### config.mk
export PLATFORM = sky130hd
export DESIGN_NAME = rv_fetch_ctrl_flat
export DESIGN_NICKNAME = d
export VERILOG_FILES = /design/src/rtl/rv_fetch_pkg.sv /design/src/rtl/rv_fetch_ctrl_if.sv /design/src/rtl/rv_fetch_ctrl_add.sv /design/src/rtl/rv_fetch_ctrl.sv /design/src/flat_wrapper.sv
export SDC_FILE = /design/constraint.sdc
export NUM_CORES = 1
export LEC_CHECK = 0
export ABC_AREA = 1
export CAP_MARGIN = 20
export CORE_AREA = 4 4 71 138
export DETAILED_ROUTE_END_ITERATION = 8
export DIE_AREA = 0 0 75 142
export GPL_TIMING_DRIVEN = 0
export PLACE_DENSITY = 0.9
export SETUP_SLACK_MARGIN = 0.02
export SYNTH_ARGS = -nofsm -noshare
export SYNTH_HDL_FRONTEND = slang
export SYNTH_HIERARCHICAL = 1
export SYNTH_SLANG_ARGS = --single-unit
### constraint.sdc
create_clock -name i_clk -period 2.13 [get_ports i_clk]
set_input_delay 0.426 -clock i_clk [delete_from_list [all_inputs] [get_ports i_clk]]
set_output_delay 0.426 -clock i_clk [all_outputs]
set_load 0.1 [all_outputs]
### src/rtl/rv_fetch_pkg.sv
// Shared types for the instruction fetch sequencer.
// Holds the FSM state enum and the PC increments in halfwords.
package rv_fetch_pkg;

  typedef enum logic [1:0] {
    S_FLUSH   = 2'd0,
    S_REQ     = 2'd1,
    S_DISCARD = 2'd2
  } fetch_state_t;

  localparam int unsigned FETCH_WORD_HW = 2;
  localparam int unsigned FETCH_HALF_HW = 1;

endpackage

### src/rtl/rv_fetch_ctrl_if.sv
// Fetch controller bundle: redirect in, buffer push/flush side, imem port.
// master = fetch controller, slave = core/buffer/bus environment.
interface rv_fetch_ctrl_if #(
  parameter int IADDR_SPACE_BITS = 16
);
  localparam int PW = IADDR_SPACE_BITS - 1;

  logic          i_redirect;
  logic [PW-1:0] i_redirect_pc;
  logic          i_buf_full;
  logic          o_buf_flush;
  logic [PW-1:0] o_buf_pc;
  logic          o_push_single;
  logic          o_push_double;
  logic [15:0]   o_data_lo;
  logic [15:0]   o_data_hi;
  logic          o_imem_req;
  logic [PW-2:0] o_imem_addr;
  logic          i_imem_ack;
  logic [31:0]   i_imem_data;

  modport master (
    input  i_redirect, i_redirect_pc, i_buf_full,
    input  i_imem_ack, i_imem_data,
    output o_buf_flush, o_buf_pc,
    output o_push_single, o_push_double,
    output o_data_lo, o_data_hi,
    output o_imem_req, o_imem_addr
  );

  modport slave (
    output i_redirect, i_redirect_pc, i_buf_full,
    output i_imem_ack, i_imem_data,
    input  o_buf_flush, o_buf_pc,
    input  o_push_single, o_push_double,
    input  o_data_lo, o_data_hi,
    input  o_imem_req, o_imem_addr
  );

endinterface

### src/rtl/rv_fetch_ctrl_add.sv
// Plain modulo adder used for the fetch PC increment.
// Ports: a_i, b_i operands; sum_o = a_i + b_i, wrapping at WIDTH bits.
module add #(
  parameter int WIDTH = 8
) (
  input  logic [WIDTH-1:0] a_i,
  input  logic [WIDTH-1:0] b_i,
  output logic [WIDTH-1:0] sum_o
);

  assign sum_o = a_i + b_i;

endmodule

### src/rtl/rv_fetch_ctrl.sv
// Fetch sequencer: issues imem word reads, pushes halfwords to the buffer.
// Ports: i_clk, i_reset (sync, active-high), bus (redirect/buffer/imem).
module rv_fetch_ctrl
  import rv_fetch_pkg::*;
#(
  parameter int IADDR_SPACE_BITS = 16,
  parameter logic [IADDR_SPACE_BITS-2:0] RESET_PC = '0
) (
  input  logic            i_clk,
  input  logic            i_reset,
  rv_fetch_ctrl_if.master bus
);

  localparam int PW = IADDR_SPACE_BITS - 1;

  fetch_state_t  state_q, state_d;
  logic [PW-1:0] pc_q, pc_d, pc_inc, inc;
  logic [PW-2:0] addr_q, addr_d, addr;
  logic          issued_q, issued_d;
  logic          flush_q;
  logic          ps_q, ps_d, pd_q, pd_d;
  logic [15:0]   lo_q, lo_d, hi_q, hi_d;
  logic          req, pend;

  // pc_q[0] is byte-address bit 1: set means misaligned.
  assign inc = pc_q[0] ? PW'(FETCH_HALF_HW)
                       : PW'(FETCH_WORD_HW);

  add #(.WIDTH(PW)) u_add (
    .a_i   (pc_q),
    .b_i   (inc),
    .sum_o (pc_inc)
  );

  assign pend = ps_q | pd_q;

  // An issued request keeps its latched address until acked.
  assign addr = issued_q ? addr_q : pc_q[PW-1:1];

  always_comb begin
    state_d  = state_q;
    pc_d     = pc_q;
    addr_d   = addr_q;
    ps_d     = 1'b0;
    pd_d     = 1'b0;
    lo_d     = lo_q;
    hi_d     = hi_q;
    req      = 1'b0;
    unique case (state_q)
      S_FLUSH: state_d = S_REQ;
      S_REQ: begin
        req = issued_q
            | (!bus.i_buf_full & !pend);
        if (req && bus.i_imem_ack) begin
          pc_d = pc_inc;
          hi_d = bus.i_imem_data[31:16];
          if (pc_q[0]) begin
            ps_d = 1'b1;
          end else begin
            pd_d = 1'b1;
            lo_d = bus.i_imem_data[15:0];
          end
        end
      end
      S_DISCARD: begin
        req = 1'b1;
        if (bus.i_imem_ack) state_d = S_REQ;
      end
      default: state_d = S_FLUSH;
    endcase
    issued_d = req & !bus.i_imem_ack;
    if (issued_d) addr_d = addr;
    if (bus.i_redirect) begin
      pc_d    = bus.i_redirect_pc;
      ps_d    = 1'b0;
      pd_d    = 1'b0;
      state_d = issued_d ? S_DISCARD : S_FLUSH;
    end
  end

  always_ff @(posedge i_clk) begin
    if (i_reset) begin
      state_q  <= S_FLUSH;
      pc_q     <= RESET_PC;
      addr_q   <= '0;
      issued_q <= 1'b0;
      flush_q  <= 1'b1;
      ps_q     <= 1'b0;
      pd_q     <= 1'b0;
      lo_q     <= '0;
      hi_q     <= '0;
    end else begin
      state_q  <= state_d;
      pc_q     <= pc_d;
      addr_q   <= addr_d;
      issued_q <= issued_d;
      flush_q  <= bus.i_redirect;
      ps_q     <= ps_d;
      pd_q     <= pd_d;
      lo_q     <= lo_d;
      hi_q     <= hi_d;
    end
  end

  assign bus.o_buf_flush   = flush_q;
  assign bus.o_buf_pc      = pc_q;
  assign bus.o_imem_req    = req & !i_reset;
  assign bus.o_imem_addr   = addr;
  assign bus.o_push_single = ps_q & !i_reset;
  assign bus.o_push_double = pd_q & !i_reset;
  assign bus.o_data_lo     = i_reset ? 16'h0 : lo_q;
  assign bus.o_data_hi     = i_reset ? 16'h0 : hi_q;

endmodule

### src/flat_wrapper.sv
// flat-port wrapper written by rule: the top's interface ports become plain ports
module rv_fetch_ctrl_flat import rv_fetch_pkg::*;
#(
  parameter int IADDR_SPACE_BITS = 16,
  parameter logic [IADDR_SPACE_BITS-2:0] RESET_PC = '0
)
  (i_clk, i_reset, bus_i_redirect, bus_i_redirect_pc, bus_i_buf_full, bus_i_imem_ack, bus_i_imem_data, bus_o_buf_flush, bus_o_buf_pc, bus_o_push_single, bus_o_push_double, bus_o_data_lo, bus_o_data_hi, bus_o_imem_req, bus_o_imem_addr);
  rv_fetch_ctrl_if #(.IADDR_SPACE_BITS(IADDR_SPACE_BITS)) bus_i ();
  input  logic i_clk;
  input  logic i_reset;
  input wire logic [$bits(bus_i.i_redirect)-1:0] bus_i_redirect;
  input wire logic [$bits(bus_i.i_redirect_pc)-1:0] bus_i_redirect_pc;
  input wire logic [$bits(bus_i.i_buf_full)-1:0] bus_i_buf_full;
  input wire logic [$bits(bus_i.i_imem_ack)-1:0] bus_i_imem_ack;
  input wire logic [$bits(bus_i.i_imem_data)-1:0] bus_i_imem_data;
  output wire logic [$bits(bus_i.o_buf_flush)-1:0] bus_o_buf_flush;
  output wire logic [$bits(bus_i.o_buf_pc)-1:0] bus_o_buf_pc;
  output wire logic [$bits(bus_i.o_push_single)-1:0] bus_o_push_single;
  output wire logic [$bits(bus_i.o_push_double)-1:0] bus_o_push_double;
  output wire logic [$bits(bus_i.o_data_lo)-1:0] bus_o_data_lo;
  output wire logic [$bits(bus_i.o_data_hi)-1:0] bus_o_data_hi;
  output wire logic [$bits(bus_i.o_imem_req)-1:0] bus_o_imem_req;
  output wire logic [$bits(bus_i.o_imem_addr)-1:0] bus_o_imem_addr;
  assign bus_i.i_redirect = bus_i_redirect;
  assign bus_i.i_redirect_pc = bus_i_redirect_pc;
  assign bus_i.i_buf_full = bus_i_buf_full;
  assign bus_i.i_imem_ack = bus_i_imem_ack;
  assign bus_i.i_imem_data = bus_i_imem_data;
  assign bus_o_buf_flush = bus_i.o_buf_flush;
  assign bus_o_buf_pc = bus_i.o_buf_pc;
  assign bus_o_push_single = bus_i.o_push_single;
  assign bus_o_push_double = bus_i.o_push_double;
  assign bus_o_data_lo = bus_i.o_data_lo;
  assign bus_o_data_hi = bus_i.o_data_hi;
  assign bus_o_imem_req = bus_i.o_imem_req;
  assign bus_o_imem_addr = bus_i.o_imem_addr;
  rv_fetch_ctrl #(.IADDR_SPACE_BITS(IADDR_SPACE_BITS), .RESET_PC(RESET_PC)) u_core (.i_clk(i_clk), .i_reset(i_reset), .bus(bus_i));
endmodule
==> results.tsv, run 1 <==
metric	value	unit
share of layout cells above drive strength 1	0.217	
headroom to the max-slew limit	0.353	
clk slew on worst S/H paths	0.05	ns
dpl hpwl	10100	microns
initial core utilization	0.468	
final slew viol count	0	
number of synthesized flops with an enable pin	0	
status	completed	
DRT iter0 DRCs	224	
switching power	1500	uW
GRT Total Usage	0.252	
fin crit period	2.07	ns
ANT cells	0	
Via Count	4536	
Tcrit/Tclk final	0.970	
clock latency on the worst-skew pair	0.33	ns
worst-margin pin slew	0.975	ns
Netlist cell types	32	
Root Driver	clkbuf_16	
pwr dens	697	nW/um^2
Layout area overhead	44.1	%
initial antenna violation count	0	
vias in the first global route	4547	
Post-Route Setup TNS	0	ns
leading post-synthesis cells by cell area	dfxtp_1 (33%), nand2_1 (14%), inv_1 (10%)	
critical path fanouts, max	7	
HP Class	register to register	
largest net degree at the start of global routing	18	
Seq/Total Area, Yosys	0.329	
leakage	0.00281	uW
Mapped Cells	622	
final setup skew	0.00568	ns
Clock Path Buffers	2	
Critical Path Slowest Stage Cell	clkdlybuf4s50_1	
Die Area	10700	sq um
vias per cell	5.18	
CP Launch Point	bus_i_buf_full	
Seq cells post-synth	67	
Setup CP Type	primary input to output port	
maximum vdd drop	0.454	mV
warnings from Yosys	6	
total core area	8710	sq um
Critical Path Most Common Cell	nand2_2	
Synth top area share	0.329	
total of max-cap violations	0	
sequential power share	0.333	
total CTS buffers	9	
critical path data required time	1.70	ns
maximum clock frequency	0.484	GHz
Most used DFF post-synth	dfxtp_1	
width of the die	75	microns
Die Height	142	microns
final hold violations	0	
setup violators final	0	
Initial DRT Pass Iterations	4	
Post-synth ARST share	0	
Layout Nets	839	
Startpoint Class	primary input	
sw frac	0.366	
first-pass GRT wire length	20500	microns
Comb pwr share	0.336	
WL final	13300	microns
clk sinks	67	
Clock Power Share	0.331	
DRT antenna net count	0	
FILL cells	730	
post-DR wirelength/cell	15.2	microns
cell-internal power	2600	uW
FP Rows	48	
Post-Syn Area	4080	sq um
Worst R2R Start	u_core/bus.o_buf_pc[0]	
CP cell instances	clkdlybuf4s50_1 -> inv_1 -> nand2_1 -> nand2_2 -> nand2_4 -> nand2_8 -> nand2_2 -> nor2_4 -> buf_12	
TritonCTS clock tree	built	
Worst Path Arrival	1.64	ns
Min-Delay Startpoint	u_core/hi_q[13]	
grt ovf	0	
most numerous cell in the Yosys netlist	nand2_1	
final core occ	0.675	
RSZ-0062 raised after global routing	yes	
syn avg cell area	6.56	sq um
IO Port Bufs	115	
# DRC	0	
Largest stage delay, worst path	0.40	ns
most area-hungry cell type in the Yosys netlist	dfxtp_1	
routability cong.	0.893	
Post-synth top cells	nand2_1 (152), inv_1 (111), dfxtp_1 (67)	
I/O pins	117	
H-tree depth	3	
Critical Path End Type	output port	
## worst paths after layout
kind | endpoint | slack, ns | cells past startpoint
min reg2reg | u_core/hi_q[13] | 0.46 | 2
min | u_core/hi_q[13] | 0.46 | 2
max | bus_o_imem_req | 0.06 | 9
max reg2reg | u_core/bus.o_buf_pc[14] | 0.09 | 13
## power by group through the flow
stage | clock network (uW) | registers (uW) | logic (uW)
3_3_place_gp | 0 | 1380 | 1280
4_1_cts | 1370 | 1360 | 1300
2_1_floorplan | 0 | 1560 | 777
6_report | 1360 | 1360 | 1380
3_5_place_dp | 0 | 1390 | 1300
5_1_grt | 1420 | 1370 | 1460
## placed cells by master, fill, tap and decap left out, types with 2 or more instances in the layout
cell type        count
nand4_1             17
ha_1                14
dlygate4sd2_1       15
nor2_1              54
or2_0                2
clkinv_2             2
inv_1              110
xor2_1               5
conb_1              13
a21oi_1             58
dfxtp_2             15
buf_2                5
clkdlybuf4s50_1     49
clkbuf_16            9
nor3_2               3
clkbuf_4             3
ha_2                 2
o21ai_0             20
nor2_2              12
nand2_1            150
buf_6               35
nand3_2              2
clkbuf_8             4
o21ai_2              2
dfxtp_1             52
mux2_2              15
nand2_2              8
xnor2_1              3
o21ai_1              8
inv_2                5
nand3_1             24
clkbuf_1             9
buf_4               35
## critical path, delay by kind of cell
kind	cells	cell delay, ns
buffers and inverters	3	0.65
AND/OR/NAND/NOR	6	0.56
## per-stage QoR
stage / power [uW] / area (sq um) / hold slack [ns] / setup slack, ns / cells
4_1_cts: 4030 / 5690 / 0.459 / -0.0434 / 863
3_3_place_gp: 2670 / 5430 / 0.439 / -1.10 / 849
2_1_floorplan: 2340 / 4150 / 0.430 / -0.390 / 634
5_1_grt: 4250 / 5880 / 0.476 / -0.0592 / 875
6_report: 4090 / 5880 / 0.456 / 0.0647 / 875
3_5_place_dp: 2690 / 5430 / 0.448 / -1.12 / 849
## kinds of logic (layout without fill, tap and decap cells)
kind of cell	count (synthesis)	count (layout)	synth area share
AOI/OAI and AO/OA	90	90	0.114
muxes	15	15	0.0414
and+or+nand+nor	278	278	0.297
other	1	13	0.000920
xor gates and xnor gates	8	8	0.0172
buffers and inverters	146	287	0.146
DFF	67	67	0.329
adders and majority gates	17	17	0.0540
## per-layer routing
metal | up-vias | wire length [microns] | global-route usage | part of all wire
met5 | - | 0 | 0 | 0
met4 | 0 | 603 | 0.162 | 0.045
met3 | 45 | 702 | 0.0502 | 0.053
met2 | 190 | 7740 | 0.487 | 0.58
met1 | 2088 | 4240 | 0.218 | 0.32
li1 | 2213 | - | - | -
## cell type report
| cell class | instances | area, sq um | area share |
|---|---|---|---|
| multi-input combinational | 421 | 2250 | 0.384 |
| sequential | 67 | 1360 | 0.231 |
| timing repair buffer | 127 | 1230 | 0.209 |
| inverter | 117 | 444 | 0.0756 |
| clock buffer | 14 | 264 | 0.0449 |
| buffer | 27 | 189 | 0.0322 |
| tap | 100 | 125 | 0.0213 |
| clock inverter | 2 | 10.0 | 0.00170 |
## registers in the layout, summed over array words and instances (netlist names)
register,flops
u_core/addr_q,14
u_core/ps_q,1
u_core/issued_q,1
u_core/bus.o_buf_pc,15
u_core/bus.o_buf_flush,1
u_core/lo_q,16
u_core/pd_q,1
u_core/state_q,2
u_core/hi_q,16
## timing repair
| action | CTS | global route |
|---|---|---|
| endpoints found under the setup margin | 69 | 50 |
| cloned | 0 | 0 |
| hold buffers | 0 | 0 |
| pin swaps | 0 | 3 |
| setup buffers | 0 | 12 |
| resized for setup | 358 | 40 |
(Power assumes the default switching activity.)
==> run 2, diff against run 1 <==
--- a/config.mk
+++ b/config.mk
@@ -8,6 +8,7 @@
 export ABC_AREA = 1
 export CAP_MARGIN = 20
 export CORE_AREA = 4 4 71 138
+export CTS_CLUSTER_SIZE = 14
 export DETAILED_ROUTE_END_ITERATION = 8
 export DIE_AREA = 0 0 75 142
 export GPL_TIMING_DRIVEN = 0
==> results of run 2 <==
No change in the layout: final DEF, timing and power equal those of run 1.
==> run 3, diff against run 2 <==
--- a/config.mk
+++ b/config.mk
@@ -13,6 +13,7 @@
 export DIE_AREA = 0 0 75 142
 export GPL_TIMING_DRIVEN = 0
 export PLACE_DENSITY = 0.9
+export RECOVER_POWER = 25
 export SETUP_SLACK_MARGIN = 0.02
 export SYNTH_ARGS = -nofsm -noshare
 export SYNTH_HDL_FRONTEND = slang
==> results of run 3 <==
No change in the layout: final DEF, timing and power equal those of run 1.
